File: config.mk
export PLATFORM = sky130hd
export DESIGN_NAME = fpcvt_seq_ctrl_flat
export DESIGN_NICKNAME = d
export VERILOG_FILES = /design/src/rtl/fpcvt_seq_ctrl_if.sv /design/src/rtl/fpcvt_seq_ctrl.sv /design/src/flat_wrapper.sv
export SDC_FILE = /design/constraint.sdc
export NUM_CORES = 1
export LEC_CHECK = 0
export CAP_MARGIN = 25
export CORE_MARGIN = 8
export CORE_UTILIZATION = 50
export DETAILED_ROUTE_END_ITERATION = 10
export PLACE_DENSITY = 0.72
export SLEW_MARGIN = 10
export SYNTH_ARGS = -nofsm -noshare
export SYNTH_HDL_FRONTEND = slang
export SYNTH_SLANG_ARGS = --single-unit
File: constraint.sdc
create_clock -name clk -period 2.7 [get_ports clk]
set_input_delay 0.27 -clock clk [delete_from_list [all_inputs] [get_ports clk]]
set_output_delay 0.27 -clock clk [all_outputs]
set_load 0.05 [all_outputs]
File: src/rtl/fpcvt_seq_ctrl_if.sv
// Sample-in / packed-float-out handshake bundle for fpcvt_seq_ctrl.
// Each side transfers on a rising edge where valid && ready; valid holds its payload until that edge.
interface fpcvt_seq_ctrl_if;
    logic        in_valid;
    logic        in_ready;
    logic [11:0] D;
    logic        out_valid;
    logic        out_ready;
    logic        S;
    logic [2:0]  E;
    logic [3:0]  F;

    modport master (
        output in_valid, D, out_ready,
        input  in_ready, out_valid, S, E, F
    );

    modport slave (
        input  in_valid, D, out_ready,
        output in_ready, out_valid, S, E, F
    );
endinterface

File: src/rtl/fpcvt_seq_ctrl.sv
// Multi-cycle 12-bit two's-complement to {S,E[2:0],F[3:0]} float converter (value = F * 2^E).
// Define FPCVT_STATS_EN to add conv_cnt/sat_cnt conversion statistics outputs.
module fpcvt_seq_ctrl #(
    parameter bit SKIP_ZERO = 1'b1
) (
    input  logic             clk,
    input  logic             rst_n,
    fpcvt_seq_ctrl_if.slave  bus,
    output logic             busy,
`ifdef FPCVT_STATS_EN
    output logic [7:0]       conv_cnt,
    output logic [7:0]       sat_cnt,
`endif
    output logic [2:0]       dbg_state
);

    typedef enum logic [2:0] {
        IDLE  = 3'd0,
        MAG   = 3'd1,
        NORM  = 3'd2,
        ROUND = 3'd3,
        DONE  = 3'd4
    } state_t;

    state_t      state;
    logic [11:0] d_r;
    logic [11:0] m;
    logic [11:0] abs_d;
    logic [2:0]  e;
    logic [3:0]  f_raw;
    logic        fifth;
    logic        sign_r;
    logic [2:0]  round_e;
    logic [3:0]  round_f;

    assign dbg_state = state;

    // 0x800 has no positive 12-bit counterpart, so its magnitude clamps to 0x7FF.
    always_comb begin
        abs_d = d_r;
        if (d_r[11]) begin
            abs_d = (d_r == 12'h800) ? 12'h7FF : (~d_r + 12'd1);
        end
    end

    always_comb begin
        round_e = e;
        round_f = f_raw;
        if (fifth) begin
            if (f_raw != 4'hF) begin
                round_f = f_raw + 4'd1;
            end else if (e != 3'd7) begin
                round_f = 4'b1000;
                round_e = e + 3'd1;
            end else begin
                round_f = 4'hF;
            end
        end
    end

    always_ff @(posedge clk or negedge rst_n) begin
        if (!rst_n) begin
            state         <= IDLE;
            d_r           <= '0;
            m             <= '0;
            e             <= '0;
            f_raw         <= '0;
            fifth         <= 1'b0;
            sign_r        <= 1'b0;
            bus.S         <= 1'b0;
            bus.E         <= '0;
            bus.F         <= '0;
            bus.out_valid <= 1'b0;
            bus.in_ready  <= 1'b1;
            busy          <= 1'b0;
        end else begin
            case (state)
                IDLE: begin
                    if (bus.in_valid) begin
                        d_r          <= bus.D;
                        state        <= MAG;
                        bus.in_ready <= 1'b0;
                        busy         <= 1'b1;
                    end
                end
                MAG: begin
                    sign_r <= d_r[11];
                    if (SKIP_ZERO && (abs_d == 12'd0)) begin
                        m     <= '0;
                        e     <= 3'd0;
                        f_raw <= 4'd0;
                        fifth <= 1'b0;
                        state <= ROUND;
                    end else begin
                        m     <= abs_d;
                        e     <= 3'd7;
                        state <= NORM;
                    end
                end
                NORM: begin
                    if (!m[10] && (e != 3'd0)) begin
                        m <= m << 1;
                        e <= e - 3'd1;
                    end else begin
                        f_raw <= m[10:7];
                        fifth <= m[6];
                        state <= ROUND;
                    end
                end
                ROUND: begin
                    bus.S         <= sign_r;
                    bus.E         <= round_e;
                    bus.F         <= round_f;
                    bus.out_valid <= 1'b1;
                    state         <= DONE;
                end
                DONE: begin
                    if (bus.out_ready) begin
                        bus.out_valid <= 1'b0;
                        bus.in_ready  <= 1'b1;
                        busy          <= 1'b0;
                        state         <= IDLE;
                    end
                end
                default: begin
                    state         <= IDLE;
                    bus.out_valid <= 1'b0;
                    bus.in_ready  <= 1'b1;
                    busy          <= 1'b0;
                end
            endcase
        end
    end

`ifdef FPCVT_STATS_EN
    logic clamp_r;
    logic sat_r;

    // A result counts as saturated if rounding overflowed at e=7 or the input was the clamped 0x800.
    always_ff @(posedge clk or negedge rst_n) begin
        if (!rst_n) begin
            clamp_r  <= 1'b0;
            sat_r    <= 1'b0;
            conv_cnt <= '0;
            sat_cnt  <= '0;
        end else begin
            if (state == MAG) begin
                clamp_r <= (d_r == 12'h800);
            end
            if (state == ROUND) begin
                sat_r <= clamp_r || (fifth && (f_raw == 4'hF) && (e == 3'd7));
            end
            if ((state == DONE) && bus.out_ready) begin
                conv_cnt <= conv_cnt + 8'd1;
                if (sat_r && (sat_cnt != 8'hFF)) begin
                    sat_cnt <= sat_cnt + 8'd1;
                end
            end
        end
    end
`endif

endmodule
File: src/flat_wrapper.sv
// flat-port wrapper written by rule: the top's interface ports become plain ports
module fpcvt_seq_ctrl_flat 
#(
    parameter bit SKIP_ZERO = 1'b1
)
  (clk, rst_n, busy, dbg_state, bus_in_valid, bus_D, bus_out_ready, bus_in_ready, bus_out_valid, bus_S, bus_E, bus_F);
  fpcvt_seq_ctrl_if bus_i ();
  input  logic clk;
  input  logic rst_n;
  output logic busy;
  output logic [2:0] dbg_state;
  input wire logic [$bits(bus_i.in_valid)-1:0] bus_in_valid;
  input wire logic [$bits(bus_i.D)-1:0] bus_D;
  input wire logic [$bits(bus_i.out_ready)-1:0] bus_out_ready;
  output wire logic [$bits(bus_i.in_ready)-1:0] bus_in_ready;
  output wire logic [$bits(bus_i.out_valid)-1:0] bus_out_valid;
  output wire logic [$bits(bus_i.S)-1:0] bus_S;
  output wire logic [$bits(bus_i.E)-1:0] bus_E;
  output wire logic [$bits(bus_i.F)-1:0] bus_F;
  assign bus_i.in_valid = bus_in_valid;
  assign bus_i.D = bus_D;
  assign bus_i.out_ready = bus_out_ready;
  assign bus_in_ready = bus_i.in_ready;
  assign bus_out_valid = bus_i.out_valid;
  assign bus_S = bus_i.S;
  assign bus_E = bus_i.E;
  assign bus_F = bus_i.F;
  fpcvt_seq_ctrl #(.SKIP_ZERO(SKIP_ZERO)) u_core (.clk(clk), .rst_n(rst_n), .bus(bus_i), .busy(busy), .dbg_state(dbg_state));
endmodule
; ---- Yosys cells after proc, flatten, opt, wreduce, memory -nomap -nowiden
; Cells that the tools add are included.
[word_totals]
ff_bits = 46
output_inout_bits = 14
elab_cells = 78
[classes]
n_addsub = 4
eq_ne = 12
muxes = 32
n_bitwise = 3
n_reduce_logical = 14
[op_table]
columns = operator, count
row1 = 2-to-1 mux 3 bit, 9
row2 = 2-to-1 mux 12 bit, 2
row3 = 2-to-1 mux 11 bit, 2
row4 = one-hot mux 11 bit (2 select lines), 1
row5 = 2-to-1 mux 4 bit, 4
row6 = one-hot mux 3 bit (5 select lines), 1
row7 = adder 12 x 1 -> 12 bit (second input constant), 1
row8 = equality test 12 bit (second input constant), 1
row9 = zero test 12 bit, 1
row10 = NOT 12 bit, 1
row11 = one-hot mux 1 bit (3 select lines), 3
row12 = AND reduction 3 bit, 3
row13 = one-hot mux 4 bit (2 select lines), 1
row14 = 2-to-1 mux 1 bit, 7
row15 = equality test 3 x 2 -> 1 bit (second input constant), 2
row16 = != test 2 bit (second input constant), 3
row17 = one-hot mux 3 bit (2 select lines), 1
row18 = AND reduction 2 bit, 3
row19 = OR reduction 3 bit, 2
row20 = adder 4 x 1 -> 4 bit (second input constant), 1
row21 = != test 2 x 1 -> 1 bit (second input constant), 2
row22 = != test 4 bit (second input constant), 1
row23 = adder 3 x 1 -> 3 bit (second input constant), 1
row24 = equality test 3 x 1 -> 1 bit (second input constant), 1
row25 = other kinds (10), 11

; ---- Depth between registers and ports, before layout
; Gate-level depths: netlist of run 1.
[logic_depth]
depth_word = 7
depth_mapped = 8
depth_no_buf = 7

; ---- Least setup slack after synthesis of run 1
; OpenSTA, ideal clock, no wires.
[synth_timing]
kind = register to register
start = reg u_core.state[1] (netlist: u_core.dbg_state[1])
end = reg u_core.m[4]
arrival_ps = 2044
required_time_ps = 2565
setup_slack_ps = 521
path_stages_with_launch = 8
path_buffers = 2
synth_period_minus_slack_ps = 2179
path_cell_list = dfrtp_1 -> buf_2 -> or3b_1 -> buf_2 -> nor3_1 -> nor2_1 -> a21oi_1 -> o22ai_1
[synth_via]
elab_chain_cells = 3
[synth_rtl]
columns = element, line_no
row1 = "start, declared", fpcvt_seq_ctrl.sv:25  ; state_t state;
row2 = "start signal, assigned", fpcvt_seq_ctrl.sv:63  ; state <= IDLE;
row3 = "start signal, assigned", fpcvt_seq_ctrl.sv:81  ; state <= MAG;
row4 = "start signal, assigned", fpcvt_seq_ctrl.sv:93  ; state <= ROUND;
row5 = equality test 3 x 2 -> 1 bit or equality test 3 x 1 -> 1 bit (tied branches), fpcvt_seq_ctrl.sv:77  ; case (state)
row6 = != test 2 x 1 -> 1 bit (no line) or nonzero test 2 bit (tied branches), --
row7 = AND reduction 2 bit (no line), --
row8 = "end signal, assigned", fpcvt_seq_ctrl.sv:95  ; m <= abs_d;
row9 = "end signal, assigned", fpcvt_seq_ctrl.sv:102  ; m <= m << 1;
row10 = "end, declared", fpcvt_seq_ctrl.sv:27  ; logic [11:0] m;
; Parallel ways exist; a longest one is shown, timed or not.
; A chain may end at the register's enable or synchronous reset.

; ---- Worst setup path in the final report of run 1
[layout_timing]
start = reg u_core.d_r[0]
end = reg u_core.f_raw[3]
[layout_via]
elab_chain_cells = 7
[layout_rtl]
columns = element, line_no
row1 = "start, declared", fpcvt_seq_ctrl.sv:26  ; logic [11:0] d_r;
row2 = "start signal, assigned", fpcvt_seq_ctrl.sv:80  ; d_r <= bus.D;
row3 = NOT 12 bit, fpcvt_seq_ctrl.sv:42  ; abs_d = (d_r == 12'h800) ? 12'h7FF : (~d_r + 12'd1);
row4 = adder 12 x 1 -> 12 bit, fpcvt_seq_ctrl.sv:42
row5 = 2-to-1 mux 12 bit, fpcvt_seq_ctrl.sv:42
row6 = 2-to-1 mux 12 bit *, fpcvt_seq_ctrl.sv:41  ; if (d_r[11]) begin
row7 = zero test 12 bit *, fpcvt_seq_ctrl.sv:88  ; if (SKIP_ZERO && (abs_d == 12'd0)) begin
row8 = != test 2 x 1 -> 1 bit (no line) *, --
row9 = AND reduction 3 bit (no line) *, --
row10 = "end signal, assigned", fpcvt_seq_ctrl.sv:105  ; f_raw <= m[10:7];
row11 = "end, declared", fpcvt_seq_ctrl.sv:30  ; logic [3:0] f_raw;
; Mark *: on every way between the ends. The rest lies on a longest branch, timed or not.

==> impl_metrics.prom, run 1 <==
# TYPE chip_impl_metric gauge
chip_impl_info{name="status",value="finished, final reports clean"} 1
chip_impl_metric{name="met3_wirelength",unit="µm"} 286
chip_impl_metric{name="cellLeakagePower",unit="nW"} 1.303
chip_impl_metric{name="wire_per_inst",unit="µm"} 15.92
chip_impl_info{name="critical-path-slowest-cell",value="sky130_fd_sc_hd__a2111oi_0"} 1
chip_impl_metric{name="synth.yosys.warnings",unit=""} 0
chip_impl_metric{name="finalWirelength",unit="mm"} 6.001
chip_impl_metric{name="globalplace.congestion",unit=""} 0.9269
chip_impl_info{name="rsz0062_at_grt",value="false"} 1
chip_impl_metric{name="drcViolationCount",unit=""} 0
chip_impl_info{name="rr_endpoint",value="u_core.f_raw[3]$_DFFE_PN0P_"} 1
chip_impl_metric{name="post_drt_antenna_nets",unit=""} 0
chip_impl_metric{name="max-vdd-ir-drop",unit="mV"} 0.5508
chip_impl_metric{name="htree_levels",unit=""} 2
chip_impl_metric{name="syn_inst",unit=""} 283
chip_impl_metric{name="postCtsSetupRepairBufs",unit=""} 0
chip_impl_info{name="hold_path.class",value="in -> async"} 1
chip_impl_metric{name="fin_area",unit="mm²"} 0.003033
chip_impl_metric{name="die_width",unit="µm"} 88.13
chip_impl_info{name="highest_layer",value="met4"} 1
chip_impl_metric{name="yosys_register_bits",unit=""} 46
chip_impl_metric{name="globalRouteTotalUtil",unit=""} 0.1670
chip_impl_metric{name="crit_required",unit="ns"} 2.87
chip_impl_metric{name="grt_first_pass_wirelength",unit="mm"} 10.28
chip_impl_metric{name="placedInstanceArea",unit="mm²"} 0.002912
chip_impl_info{name="tritoncts",value="yes"} 1
chip_impl_metric{name="synth_sequential_area_ratio",unit=""} 0.4430
chip_impl_metric{name="p_sw",unit="mW"} 1.912
chip_impl_metric{name="number_of_global_route_vias_before_repair",unit=""} 2179
chip_impl_metric{name="fin_crit_sh",unit=""} 0.8766
chip_impl_metric{name="cts_buffer_depth",unit=""} 2
chip_impl_info{name="origin_of_the_critical_flop_to_flop_path",value="u_core.d_r[0]$_DFFE_PN0P_"} 1
chip_impl_metric{name="drt_first_iter_violations",unit=""} 96
chip_impl_metric{name="comb_power_share",unit=""} 0.525
chip_impl_metric{name="p_int",unit="mW"} 2.125
chip_impl_metric{name="cts_repair_resize_count",unit=""} 0
chip_impl_metric{name="core_region_area",unit="mm²"} 0.005075
chip_impl_info{name="setup.worst_path.start",value="u_core.d_r[0]$_DFFE_PN0P_"} 1
chip_impl_metric{name="number_of_pins_exceeding_their_max_slew_limit_in_the_final_report",unit=""} 0
chip_impl_metric{name="design.portCount",unit=""} 30
chip_impl_metric{name="area_of_the_die",unit="mm²"} 0.007767
chip_impl_metric{name="antenna_found_initial",unit=""} 0
chip_impl_metric{name="number_of_distinct_library_cells_after_synthesis",unit=""} 57
chip_impl_metric{name="clk_pin_slew_worst_paths",unit="ns"} 0.09
chip_impl_metric{name="layout.nets",unit=""} 327
chip_impl_metric{name="io_buffers",unit=""} 29
chip_impl_metric{name="timing.setup.tns",unit="ns"} 0
chip_impl_metric{name="cts.sinks",unit=""} 46
chip_impl_metric{name="floorplan.initialDensity",unit=""} 0.5126
chip_impl_metric{name="via_count",unit=""} 2212
chip_impl_metric{name="share_of_total_power_in_sequential_cells",unit=""} 0.368
chip_impl_metric{name="count_of_standard_cell_rows",unit=""} 26
chip_impl_metric{name="dr_wl_met2",unit="mm"} 2.964
chip_impl_metric{name="number_of_optimization_iterations_in_the_first_detailed_route_pass",unit=""} 5
chip_impl_metric{name="post_synth.cell_area_avg",unit="µm²"} 9.192
chip_impl_info{name="crit_path_end_kind",value="flip-flop"} 1
chip_impl_info{name="ys.flop_type",value="sky130_fd_sc_hd__dfrtp_1"} 1
chip_impl_metric{name="count_of_flip_flops_with_a_built_in_enable_after_synthesis",unit=""} 0
chip_impl_metric{name="finalWorstPathRequiredPeriod",unit="ns"} 2.367
chip_impl_metric{name="m1WireLength",unit="mm"} 2.581
chip_impl_metric{name="synth_fp_nets",unit=""} 304
chip_impl_metric{name="finalClockSkew",unit="ns"} 0.005750
chip_impl_metric{name="report.final.setup_viol",unit=""} 0
chip_impl_metric{name="die-height",unit="µm"} 88.13
chip_impl_metric{name="detailedPlacementHpwl",unit="mm"} 4.384
chip_impl_metric{name="max_slew.worst_pin.slew",unit="ns"} 0.6458
chip_impl_metric{name="synth_async_sr_flop_share",unit=""} 1.000
chip_impl_info{name="category_of_the_most_critical_setup_path",value="reg -> reg"} 1
chip_impl_metric{name="drive_above_1_share",unit=""} 0.09772
chip_impl_metric{name="grt_max_degree",unit=""} 47
chip_impl_info{name="timing.critical_path.cells",value="inv_1, ha_1, nor2b_1, a21oi_1, a2111oi_0, and4_1, o21ai_0"} 1
chip_impl_info{name="clock_tree.root_cell",value="sky130_fd_sc_hd__clkbuf_8"} 1
chip_impl_metric{name="slew_headroom",unit=""} 0.5666
chip_impl_metric{name="power_density",unit="mW/mm²"} 1331
chip_impl_metric{name="crit_path_max_incr_delay",unit="ns"} 0.51
chip_impl_metric{name="pwr-share-clk",unit=""} 0.107
chip_impl_metric{name="rr_worst_depth",unit=""} 7
chip_impl_metric{name="area.growth.synth_to_final",unit="%"} 16.59
chip_impl_metric{name="report.final.hold_viol_count",unit=""} 0
chip_impl_metric{name="syn_area",unit="mm²"} 0.002601
chip_impl_metric{name="cap_viol_max_count",unit=""} 0
chip_impl_metric{name="worst-endpoint-arrival",unit="ns"} 2.54
chip_impl_metric{name="clkLatencyLatePin",unit="ns"} 0.30
chip_impl_metric{name="cts-buffers-inserted",unit=""} 5
chip_impl_metric{name="sw_frac_of_total",unit=""} 0.4736
chip_impl_metric{name="insertedDiodeCount",unit=""} 0
chip_impl_metric{name="largest_fanout_of_any_net_on_the_critical_path",unit=""} 9
chip_impl_info{name="startpoint_type",value="flip-flop"} 1
chip_impl_metric{name="p_total",unit="mW"} 4.038
chip_impl_metric{name="r2r_slack",unit="ns"} 0.33
chip_impl_metric{name="fmaxAchievable",unit="MHz"} 422.5
chip_impl_metric{name="global_route.overflow_total",unit=""} 0
chip_impl_metric{name="routed_via_density",unit=""} 5.867
[worst max-delay path by stage]
stage / slack, ns / end / depth (start not counted)
2_1_floorplan: 0.52 / u_core.m[4]$_DFFE_PN0P_ / 7
3_3_place_gp: 0.44 / u_core.dbg_state[0]$_DFFE_PN0P_ / 7
3_5_place_dp: 0.37 / u_core.dbg_state[0]$_DFFE_PN0P_ / 7
4_1_cts: 0.35 / u_core.dbg_state[0]$_DFFE_PN0P_ / 7
5_1_grt: 0.19 / u_core.f_raw[3]$_DFFE_PN0P_ / 7
6_report: 0.33 / u_core.f_raw[3]$_DFFE_PN0P_ / 7
[power by group through the flow]
stage               Clock (mW)  Combinational (mW)  Sequential, mW
floorplan                    0                1.47            1.56
global placement             0                2.08            1.47
detailed placement           0                2.13            1.49
CTS                      0.448                2.13            1.48
global route             0.475                2.33            1.55
finish                   0.432                2.12            1.49
[worst max-delay path: cells and delay by family (launching register included)]
family	cells	cell delay (ns)
AND/OR/NAND/NOR	2	0.68
buffers and inverters	1	0.11
AO/OA/AOI/OAI	3	0.71
flip-flops	1	0.45
adder cells (fa/ha/maj)	1	0.28
[cells in the mapped netlist, types with 4 or more instances]
cell | instances | area [µm²]
sky130_fd_sc_hd__buf_2 | 8 | 40.04
sky130_fd_sc_hd__o31ai_1 | 4 | 30.03
sky130_fd_sc_hd__nor2_1 | 25 | 93.84
sky130_fd_sc_hd__o21ai_0 | 21 | 105.1
sky130_fd_sc_hd__ha_1 | 5 | 62.56
sky130_fd_sc_hd__a31oi_1 | 4 | 25.02
sky130_fd_sc_hd__mux2_2 | 9 | 101.4
sky130_fd_sc_hd__a21oi_1 | 26 | 130.1
sky130_fd_sc_hd__o22ai_1 | 6 | 37.54
sky130_fd_sc_hd__inv_1 | 8 | 30.03
sky130_fd_sc_hd__xnor2_1 | 5 | 43.79
sky130_fd_sc_hd__nand3_1 | 4 | 20.02
sky130_fd_sc_hd__or3_1 | 4 | 25.02
sky130_fd_sc_hd__mux2i_1 | 5 | 50.05
sky130_fd_sc_hd__dfrtp_1 | 45 | 1126
sky130_fd_sc_hd__nand2_1 | 31 | 116.4
sky130_fd_sc_hd__nor3_1 | 9 | 45.04
sky130_fd_sc_hd__clkbuf_1 | 10 | 37.54
[cells by family after synthesis]
| group | synth area share |
|---|---|
| AO/OA/AOI/OAI | 0.1996 |
| XOR/XNOR | 0.02020 |
| adder cells (fa/ha/maj) | 0.02405 |
| buffers and inverters | 0.05147 |
| flip-flops | 0.4430 |
| multiplexers | 0.05820 |
| AND/OR/NAND/NOR | 0.2035 |
[sequential cells by signal (all words and copies together) (netlist names)]
signal                flops
u_core.d_r               12
u_core.m                 11
u_core.bus.F              4
u_core.f_raw              4
u_core.bus.E              3
u_core.dbg_state          3
u_core.e                  3
u_core.bus.S              1
u_core.bus.in_ready       1
u_core.bus.out_valid      1
u_core.busy               1
u_core.fifth              1
u_core.sign_r             1
[cell usage in the layout (no fill, tap or decap), types with 2 or more instances in the layout]
cell,synthesis,layout
sky130_fd_sc_hd__a21o_1,3,3
sky130_fd_sc_hd__a21oi_1,26,26
sky130_fd_sc_hd__a221oi_1,2,2
sky130_fd_sc_hd__a31oi_1,4,4
sky130_fd_sc_hd__and2_1,2,2
sky130_fd_sc_hd__and4_1,3,3
sky130_fd_sc_hd__buf_4,0,5
sky130_fd_sc_hd__clkbuf_8,0,6
sky130_fd_sc_hd__clkdlybuf4s50_1,0,28
sky130_fd_sc_hd__dfrtp_1,45,45
sky130_fd_sc_hd__ha_1,5,5
sky130_fd_sc_hd__inv_1,8,8
sky130_fd_sc_hd__mux2_2,9,9
sky130_fd_sc_hd__mux2i_1,5,5
sky130_fd_sc_hd__nand2_1,31,31
sky130_fd_sc_hd__nand3_1,4,4
sky130_fd_sc_hd__nand3b_1,2,2
sky130_fd_sc_hd__nand4_1,2,2
sky130_fd_sc_hd__nor2_1,25,25
sky130_fd_sc_hd__nor2b_1,3,3
sky130_fd_sc_hd__nor3_1,9,9
sky130_fd_sc_hd__nor3b_1,3,3
sky130_fd_sc_hd__nor4_1,2,2
sky130_fd_sc_hd__o211ai_1,2,2
sky130_fd_sc_hd__o21ai_0,21,21
sky130_fd_sc_hd__o22ai_1,6,6
sky130_fd_sc_hd__o31ai_1,4,4
sky130_fd_sc_hd__or3_1,4,4
sky130_fd_sc_hd__xnor2_1,5,5
[timing repair]
item / in CTS / in global routing
endpoints found under the setup margin: 0 / 0
hold endpoints to repair: 0 / 16
hold buffers: 0 / 1
[per-layer routing]
| metal | up-vias | track usage |
|---|---|---|
| met3 | 18 | 0.03940 |
| met2 | 64 | 0.2934 |
| met5 | - | 0 |
| met1 | 1060 | 0.1902 |
| met4 | 0 | 0.06605 |
| li1 | 1070 | - |
[stage by stage]
stage	std cells	util	setup WS [ns]	hold WS, ns
4_1_cts	375	0.5917	0.3547	0.1899
6_report	377	0.5976	0.3332	0.4386
5_1_grt	377	0.5976	0.1944	0.4935
3_3_place_gp	367	0.5737	0.4373	0.4547
2_1_floorplan	283	-	0.5211	-0.02559
3_5_place_dp	367	0.5737	0.3653	0.4681
[area by class of cell]
cell class                 instances  area [µm²]
clock buffer                       7       86.33
multi-input combinational        208        1315
tap                               70       87.58
fill                             469        2042
sequential                        46        1152
clock inverter                     1       5.005
timing repair buffer              36       352.8
inverter                           9       33.78
Power figures use the tool's default switching activity.
==> inputs of run 2 (changes only) <==
==> constraint.sdc (replaced) <==
create_clock -name clk -period 2.7 [get_ports clk]
set_input_delay 0.27 -clock clk [delete_from_list [all_inputs] [get_ports clk]]
set_output_delay 0.27 -clock clk [all_outputs]
set_load 0.1 [all_outputs]
==> impl_metrics.prom, run 2 (synthesis results as in run 1) <==
# TYPE chip_impl_metric gauge
chip_impl_metric{name="placedCellCount",unit=""} 367
chip_impl_metric{name="insertedDiodeCount",unit=""} 0
chip_impl_info{name="critPathTopFamily",value="simple AND/OR/NAND/NOR gates"} 1
chip_impl_info{name="category_of_the_most_critical_setup_path",value="reg -> reg"} 1
chip_impl_metric{name="cts-buffers-inserted",unit=""} 5
chip_impl_info{name="tritoncts",value="yes"} 1
chip_impl_info{name="critical-path-slowest-cell",value="sky130_fd_sc_hd__or4b_1"} 1
chip_impl_metric{name="cp.buffers_inverters",unit=""} 1
chip_impl_metric{name="cts.sinks",unit=""} 46
chip_impl_metric{name="detailedPlacementHpwl",unit="mm"} 4.245
chip_impl_metric{name="finalClockSkew",unit="ns"} 0.008441
chip_impl_metric{name="report.final.setup_viol",unit=""} 0
chip_impl_metric{name="drt_first_iter_violations",unit=""} 82
chip_impl_metric{name="crit_path_max_incr_delay",unit="ns"} 0.47
chip_impl_metric{name="drive_above_1_share",unit=""} 0.1466
chip_impl_metric{name="globalRouteTotalUtil",unit=""} 0.1634
chip_impl_metric{name="slew_headroom",unit=""} 0.5714
chip_impl_info{name="rsz0062_at_grt",value="false"} 1
chip_impl_metric{name="report.final.hold_viol_count",unit=""} 0
chip_impl_metric{name="timing.setup.tns",unit="ns"} 0
chip_impl_metric{name="floorplan.initialDensity",unit=""} 0.5126
chip_impl_metric{name="antenna_found_initial",unit=""} 0
chip_impl_info{name="startpoint_type",value="flip-flop"} 1
chip_impl_metric{name="drcViolationCount",unit=""} 0
chip_impl_metric{name="largest_register_ff_count",unit=""} 12
chip_impl_metric{name="die_width",unit="µm"} 88.13
chip_impl_metric{name="max_slew.worst_pin.slew",unit="ns"} 0.6387
chip_impl_metric{name="utilization",unit=""} 0.5964
chip_impl_metric{name="via_count",unit=""} 2193
chip_impl_metric{name="finalWirelength",unit="mm"} 5.795
chip_impl_metric{name="postCtsSetupRepairBufs",unit=""} 0
chip_impl_metric{name="area_of_the_die",unit="mm²"} 0.007767
chip_impl_metric{name="number_of_optimization_iterations_in_the_first_detailed_route_pass",unit=""} 4
chip_impl_metric{name="grt_first_pass_wirelength",unit="mm"} 10.08
chip_impl_metric{name="area.growth.synth_to_final",unit="%"} 16.35
chip_impl_info{name="crit_path_end_kind",value="flip-flop"} 1
chip_impl_metric{name="routed_via_density",unit=""} 5.817
chip_impl_metric{name="htree_levels",unit=""} 2
chip_impl_metric{name="wire_per_inst",unit="µm"} 15.37
chip_impl_metric{name="design.portCount",unit=""} 30
chip_impl_info{name="mostFrequentLayoutCells",value="sky130_fd_sc_hd__dfrtp_1, sky130_fd_sc_hd__nand2_1, sky130_fd_sc_hd__a21oi_1"} 1
chip_impl_metric{name="cts_repair_resize_count",unit=""} 0
chip_impl_metric{name="number_of_global_route_vias_before_repair",unit=""} 2101
chip_impl_metric{name="stdcell_count",unit=""} 377
chip_impl_info{name="status",value="finished, final reports clean"} 1
chip_impl_info{name="timing.critical_path.cells",value="inv_1, ha_1, or4b_1, nor2_1, a221oi_1, and4_1, a211o_1"} 1
chip_impl_metric{name="cap_viol_max_count",unit=""} 0
chip_impl_metric{name="crit_required",unit="ns"} 2.89
chip_impl_metric{name="fin_crit_sh",unit=""} 0.8518
chip_impl_info{name="biggestRegsByFlops",value="u_core.d_r x12, u_core.m x11"} 1
chip_impl_info{name="layout.cells.most_common",value="sky130_fd_sc_hd__dfrtp_1"} 1
chip_impl_info{name="clock_tree.root_cell",value="sky130_fd_sc_hd__clkbuf_8"} 1
chip_impl_metric{name="count_of_standard_cell_rows",unit=""} 26
chip_impl_metric{name="layout.nets",unit=""} 327
chip_impl_metric{name="number_of_pins_exceeding_their_max_slew_limit_in_the_final_report",unit=""} 0
chip_impl_metric{name="clkLatencyLatePin",unit="ns"} 0.30
chip_impl_metric{name="largest_fanout_of_any_net_on_the_critical_path",unit=""} 9
chip_impl_info{name="hold_path.class",value="in -> async"} 1
chip_impl_metric{name="core_region_area",unit="mm²"} 0.005075
chip_impl_metric{name="global_route.overflow_total",unit=""} 0
chip_impl_metric{name="finalWorstPathRequiredPeriod",unit="ns"} 2.300
chip_impl_metric{name="post_drt_antenna_nets",unit=""} 0
chip_impl_metric{name="cts_buffer_depth",unit=""} 2
chip_impl_metric{name="worst-endpoint-arrival",unit="ns"} 2.49
chip_impl_metric{name="clk_pin_slew_worst_paths",unit="ns"} 0.09
chip_impl_metric{name="fmaxAchievable",unit="MHz"} 434.8
chip_impl_metric{name="io_buffers",unit=""} 29
chip_impl_metric{name="grt_max_degree",unit=""} 47
chip_impl_info{name="largest_register",value="u_core.d_r"} 1
chip_impl_metric{name="globalplace.congestion",unit=""} 0.9278
chip_impl_metric{name="die-height",unit="µm"} 88.13
==> run 2: changes by cell type in the layout (fill, tap and decap cells not counted) <==
cell,change
sky130_fd_sc_hd__buf_12,-1
sky130_fd_sc_hd__buf_16,+1
sky130_fd_sc_hd__buf_4,+14
sky130_fd_sc_hd__bufinv_16,+1
sky130_fd_sc_hd__clkbuf_1,-1
sky130_fd_sc_hd__clkbuf_8,-1
sky130_fd_sc_hd__clkdlybuf4s50_1,-14
sky130_fd_sc_hd__inv_6,+1
==> run 2: stage by stage <==
step                      instance area [µm²]  worst slack, ns  hold slack (ns)
after floorplan                          2601           0.1735         -0.02559
after global placement                   2877           0.4385           0.4563
after detailed placement                 2877           0.4221           0.4651
after CTS                                2989           0.4118           0.1679
after global routing                     3027           0.2423           0.5112
final                                    3027           0.4002           0.4754
==> run 2: routing by layer <==
metal  up-vias  share of wire  global-route usage
met5         -              0                   0
met4         0          0.014             0.06144
met3         8          0.053             0.03846
met2        55           0.49              0.2729
met1      1055           0.44              0.1988
li1       1075              -                   -
==> run 2: area by class of cell <==
cell class	count	area [µm²]
inverters	9	33.78
repair buffers	36	325.3
fillers	447	2048
clock buffers	5	68.82
well taps	70	87.58
flip-flops and latches	46	1152
clock inverters	3	43.79
multi-input cells	208	1315
==> run 2: final timing paths <==
kind | from | end | slack [ns] | cells after the start
min | rst_n | u_core.bus.F[1]$_DFFE_PN0P_ | 0.48 | 2
max | u_core.d_r[0]$_DFFE_PN0P_ | u_core.dbg_state[0]$_DFFE_PN0P_ | 0.40 | 7
max in group asynchronous | rst_n | u_core.bus.in_ready$_DFFE_PN1P_ | 1.64 | 3
max reg2reg | u_core.d_r[0]$_DFFE_PN0P_ | u_core.dbg_state[0]$_DFFE_PN0P_ | 0.40 | 7
min in group clk | u_core.bus.in_ready$_DFFE_PN1P_ | u_core.bus.in_ready$_DFFE_PN1P_ | 0.48 | 2
min reg2reg | u_core.bus.in_ready$_DFFE_PN1P_ | u_core.bus.in_ready$_DFFE_PN1P_ | 0.48 | 2
==> run 2: repair_timing <==
action,CTS,global route
hold buffers,0,1
endpoints found under the hold margin,0,22
setup endpoints to repair,0,0
Power of run 2 is left out: the tool's default activity adds up to more than one toggle a clock period on the data nets, which glitch-free logic cannot reach.
==> inputs of run 3 (changes only) <==
--- a/config.mk
+++ b/config.mk
@@ -5,6 +5,7 @@
 export SDC_FILE = /design/constraint.sdc
 export NUM_CORES = 1
 export LEC_CHECK = 0
+export ABC_AREA = 0
 export CAP_MARGIN = 25
 export CORE_MARGIN = 8
 export CORE_UTILIZATION = 50
==> results of run 3 <==
No change in the layout: final DEF, timing and power equal those of run 2.
Power of run 3 is left out for the same reason.
